==> src/rtl/router_pkg.sv <==
// Shared router constants and the ingress controller state encoding.
// Build with ROUTER_FSM_DROP_EN to add the invalid-address drop state (widens the state register).
package router_pkg;

    localparam int ADDR_W = 2;
    localparam logic [ADDR_W-1:0] INVALID_ADDR = 2'b11;

`ifdef ROUTER_FSM_DROP_EN
    localparam int STATE_W = 4;
`else
    localparam int STATE_W = 3;
`endif

    // Declaration order fixes the encoding; DECODE_ADDRESS must stay first (reset value 0).
    typedef enum logic [STATE_W-1:0] {
        DECODE_ADDRESS,
        LOAD_FIRST_DATA,
        LOAD_DATA,
        LOAD_PARITY,
        CHECK_PARITY_ERROR,
        FIFO_FULL_STATE,
        LOAD_AFTER_FULL,
`ifdef ROUTER_FSM_DROP_EN
        WAIT_TILL_EMPTY,
        DROP_PACKET
`else
        WAIT_TILL_EMPTY
`endif
    } state_t;

endpackage

==> src/rtl/router_fsm.sv <==
// Router ingress packet sequencer: Moore FSM, outputs decoded from the state register only.
// Latency: outputs follow one clk edge after the inputs; busy stalls the source. Macro ROUTER_FSM_DROP_EN adds DROP_PACKET.
// Backpressure: fifo_full parks the packet in FIFO_FULL_STATE; a busy destination holds WAIT_TILL_EMPTY.
module router_fsm
    import router_pkg::*;
(
    input  logic              clk,
    input  logic              rst,
    input  logic              pkt_valid,
    input  logic [ADDR_W-1:0] data_in,
    input  logic              fifo_full,
    input  logic              fifo_empty_0,
    input  logic              fifo_empty_1,
    input  logic              fifo_empty_2,
    input  logic              soft_reset_0,
    input  logic              soft_reset_1,
    input  logic              soft_reset_2,
    input  logic              parity_done,
    input  logic              low_pkt_valid,
    output logic              busy,
    output logic              detect_add,
    output logic              lfd_state,
    output logic              ld_state,
    output logic              laf_state,
    output logic              full_state,
    output logic              write_enb_reg,
    output logic              rst_int_reg
);

    state_t            state;
    state_t            state_nxt;
    logic [ADDR_W-1:0] addr_q;
    logic [3:0]        empty_vec;
    logic [3:0]        soft_vec;
    logic              empty_in;
    logic              empty_q;
    logic              soft_q;

    // Address 3 indexes the padding bit, so it never reads as empty or soft-reset.
    assign empty_vec = {1'b0, fifo_empty_2, fifo_empty_1, fifo_empty_0};
    assign soft_vec  = {1'b0, soft_reset_2, soft_reset_1, soft_reset_0};
    assign empty_in  = empty_vec[data_in];
    assign empty_q   = empty_vec[addr_q];
    assign soft_q    = soft_vec[addr_q];

    always_ff @(posedge clk or posedge rst) begin
        if (rst) begin
            state  <= DECODE_ADDRESS;
            addr_q <= '0;
        end else begin
            state <= state_nxt;
            if (state == DECODE_ADDRESS && state_nxt != DECODE_ADDRESS)
                addr_q <= data_in;
        end
    end

    always_comb begin
        state_nxt = state;
        case (state)
            DECODE_ADDRESS: begin
                if (pkt_valid) begin
                    if (data_in != INVALID_ADDR)
                        state_nxt = empty_in ? LOAD_FIRST_DATA : WAIT_TILL_EMPTY;
`ifdef ROUTER_FSM_DROP_EN
                    else
                        state_nxt = DROP_PACKET;
`endif
                end
            end
            LOAD_FIRST_DATA:    state_nxt = LOAD_DATA;
            LOAD_DATA: begin
                if (fifo_full)
                    state_nxt = FIFO_FULL_STATE;
                else if (!pkt_valid)
                    state_nxt = LOAD_PARITY;
            end
            LOAD_PARITY:        state_nxt = CHECK_PARITY_ERROR;
            CHECK_PARITY_ERROR: state_nxt = fifo_full ? FIFO_FULL_STATE : DECODE_ADDRESS;
            FIFO_FULL_STATE: begin
                if (!fifo_full)
                    state_nxt = LOAD_AFTER_FULL;
            end
            LOAD_AFTER_FULL: begin
                if (parity_done)
                    state_nxt = DECODE_ADDRESS;
                else if (low_pkt_valid)
                    state_nxt = LOAD_PARITY;
                else
                    state_nxt = LOAD_DATA;
            end
            WAIT_TILL_EMPTY: begin
                if (empty_q)
                    state_nxt = LOAD_FIRST_DATA;
            end
`ifdef ROUTER_FSM_DROP_EN
            DROP_PACKET: begin
                if (!pkt_valid)
                    state_nxt = DECODE_ADDRESS;
            end
`endif
            default:            state_nxt = DECODE_ADDRESS;
        endcase
        // A synchronizer timeout on the active port overrides every other transition.
        if (state != DECODE_ADDRESS && soft_q)
            state_nxt = DECODE_ADDRESS;
    end

    always_comb begin
        busy          = 1'b0;
        detect_add    = 1'b0;
        lfd_state     = 1'b0;
        ld_state      = 1'b0;
        laf_state     = 1'b0;
        full_state    = 1'b0;
        write_enb_reg = 1'b0;
        rst_int_reg   = 1'b0;
        case (state)
            DECODE_ADDRESS:     detect_add = 1'b1;
            LOAD_FIRST_DATA: begin
                lfd_state = 1'b1;
                busy      = 1'b1;
            end
            LOAD_DATA: begin
                ld_state      = 1'b1;
                write_enb_reg = 1'b1;
            end
            LOAD_PARITY: begin
                busy          = 1'b1;
                write_enb_reg = 1'b1;
            end
            CHECK_PARITY_ERROR: begin
                rst_int_reg = 1'b1;
                busy        = 1'b1;
            end
            FIFO_FULL_STATE: begin
                full_state = 1'b1;
                busy       = 1'b1;
            end
            LOAD_AFTER_FULL: begin
                laf_state     = 1'b1;
                busy          = 1'b1;
                write_enb_reg = 1'b1;
            end
            WAIT_TILL_EMPTY:    busy = 1'b1;
            default: begin
                busy = 1'b0;
            end
        endcase
    end

endmodule

==> config.mk <==
export PLATFORM = sky130hd
export DESIGN_NAME = router_fsm
export DESIGN_NICKNAME = d
export VERILOG_FILES = /design/src/rtl/router_pkg.sv /design/src/rtl/router_fsm.sv
export SDC_FILE = /design/constraint.sdc
export NUM_CORES = 1
export LEC_CHECK = 0
export BUFFER_PORTS_ARGS = -buffer_cell sky130_fd_sc_hd__buf_4
export CAP_MARGIN = 20
export CORE_AREA = 2 2 39 41
export DETAILED_ROUTE_END_ITERATION = 10
export DIE_AREA = 0 0 41 43
export PLACE_DENSITY = 0.65
export SLEW_MARGIN = 20
export SYNTH_ARGS = -nofsm -noshare
export SYNTH_HDL_FRONTEND = slang
export SYNTH_SLANG_ARGS = --single-unit
==> constraint.sdc <==
create_clock -name clk -period 1.4 [get_ports clk]
set_input_delay 0.07 -clock clk [delete_from_list [all_inputs] [get_ports clk]]
set_output_delay 0.07 -clock clk [all_outputs]
set_load 0.03 [all_outputs]
==> flow_summary.toml <==
[critical_path]
crit_slowest_cell = "or3_4"
required_ps = 1520
cp.arrival_ps = 1460
cp-start-kind = "flip-flop"
endpoint_kind = "flip-flop"
worstSetupPathType = "reg -> reg"
path_max_fanout = 3
cp_cell_sequence = "or3_4, clkinv_4, nand3_4, mux2_4"
slowest_delay_ps = 410

[logic_synthesis]
syn_area_sq_um = 445
synth_fp_nets = 66
synth_cell_types = 29
synth-seq-cells = 5
synth-main-ff-cell = "dfrtp_1"
synthArstFlopShare_pct = 100
postSynthAreaPerCell_sq_um = 8.57
ys_seq_area_share_pct = 28.1
synth_edf_count = 0
synthCells = 52
yosys_warnings = 0

[timing]
fin_skew_ps = 2.50
setup_tns_ps = 0
fmax_mhz = 747
period_share_pct = 95.6
rsz0062_at_grt = "yes"
finalHoldViolations = 0
drv_slew = 0
setup_ws_ps = 61.2
slew_headroom_pct = 78.3
final.min_clock_period_ps = 1340
tightest_slew_ps = 324
finalSetupViolCount = 0

[clocking]
clock_latency_ps = 240
cts_max_path_buffers = 2
cts_tree = "done"
root_buffer = "clkbuf_4"
path_clk_slew_ps = 40
cts_made_buffers = 3
htree_levels = 1
clock_sinks = 5

[drt]
drt-initial-drc-count = 5
wl_per_cell_microns = 11.6
first_pass_iters = 5
totalWireLength_mm = 1.11
route.antenna.remaining_nets = 0
via_count = 483
via_per_inst = 5.08
drc = 0

[hold_path]
hp-class = "in -> reg"

[global_route]
gr-total-overflow = 0
grt_pass1_vias = 437
grt_pass1_wl_mm = 1.74
grt_usage_pct = 15.6
grt_max_degree = 12
antenna_found_initial = 0

[floorplanning]
die_y_microns = 43
rows = 14
io_pins = 22
fp.dieArea_sq_mm = 0.00176
fp.dieW_microns = 41
core_sq_mm = 0.00138
initial_core_util_pct = 32.2

[layout]
final_area_sq_um = 691
diodes = 0
num-fill-cells = 137
syn_to_final_growth_pct = 55.1
drive_above_1_share_pct = 46.8
layout.nets = 94

[power_and_ir_drop]
leakage_nw = 0.343
p_per_area_mw_per_mm2 = 2290
ir_drop_uv = 1030
total_power_mw = 1.58

[job]
drv_cap = 0

[placement]
gp_congestion = 0.799
preCtsSetupSlack_ps = 49.7
dp_hpwl_microns = 852
dpl_cell_area_sq_um = 631
port_buffers = 21

[run_status]
status = "complete, no violations"
## cells in the mapped netlist, types with 2 or more instances
cell type	instances	area, sq um
and3_1	2	12.5
buf_2	2	10.0
nor3_1	2	10.0
dfrtp_1	5	125
mux2_4	2	30.0
a21oi_1	3	15.0
mux2i_1	2	20.0
nand2b_1	2	12.5
nand2_1	4	15.0
nor2_1	4	15.0
a22oi_1	2	15.0
o21ai_0	2	10.0
inv_1	4	15.0
## flip-flops by register name, indices dropped and copies added (netlist names)
signal  flops
state       3
addr_q      2
## kinds of logic (layout without fill, tap and decap cells)
kind of cell / count (synthesis) / after routing / synth area share [%]
buf+inv: 8 / 35 / 9.27
xor+xnor: 1 / 1 / 1.97
simple gates: 21 / 21 / 28.9
compound gates: 12 / 12 / 18.0
mux: 5 / 5 / 13.8
flops: 5 / 5 / 28.1
## layer usage
layer / track usage [%] / vias to the layer above / routed length, microns
met5: 0 / - / 0
met4: 16.7 / 0 / 33
met3: 3.66 / 6 / 39
met2: 21.9 / 15 / 580
met1: 17.3 / 219 / 452
li1: - / 243 / -
## worst max-delay path, delay by kind of cell (launching register included)
family / cells / cell delay [ps]
mux: 1 / 300
flops: 1 / 370
buf+inv: 1 / 70
simple gates: 2 / 480
## worst paths after layout
kind | cells past startpoint | start | end | slack (ps)
setup / recovery | 4 | state[0] | addr_q[0] | 60
hold / removal | 2 | data_in[1] | addr_q[1] | 90
setup reg to reg | 4 | state[0] | addr_q[0] | 60
hold reg to reg | 1 | addr_q[1] | addr_q[1] | 590
max in group asynchronous | 3 | rst | addr_q[1] | 960
min in group asynchronous | 3 | rst | state[2] | 280
## cell usage in the layout (no fill, tap or decap), types with 2 or more instances in the layout
| cell | count |
|---|---|
| a22oi_1 | 2 |
| clkbuf_4 | 3 |
| mux2i_1 | 2 |
| buf_4 | 23 |
| mux2_4 | 2 |
| and3_1 | 2 |
| o21ai_0 | 2 |
| buf_6 | 2 |
| nand2b_1 | 2 |
| a21oi_1 | 3 |
| dfrtp_1 | 5 |
| nor2_1 | 3 |
| nand2_1 | 4 |
| nor3_1 | 2 |
| inv_1 | 4 |
## area by class of cell
class	count	area, sq um	share of cell area, %
inverters	5	23.8	3.44
well taps	16	20.0	2.90
flip-flops and latches	5	125	18.1
multi-input cells	39	290	42.0
clock buffers	4	26.3	3.80
repair buffers	26	205	29.7
## per-stage QoR
step	hold WS, ps	cells	utilization [%]
2_1_floorplan	-151	52	-
3_3_place_gp	-20.4	89	45.6
3_5_place_dp	-20.9	89	45.6
4_1_cts	91.3	94	48.7
5_1_grt	99.4	95	49.9
6_report	92.5	95	49.9
## timing repair
item | in CTS | in global routing
pin swaps | 0 | 4
gates resized for setup | 2 | 2
hold buffers | 1 | 0
hold endpoints to repair | 5 | 0
endpoints found under the setup margin | 1 | 5
setup buffers | 0 | 1
## report_power, final
part	internal [mW]	switching, mW
clock	0.108	0.0582
sequential	0.216	0.0637
combinational	0.531	0.607
total	0.854	0.729
No activity file was read; power rests on OpenSTA's default activity.
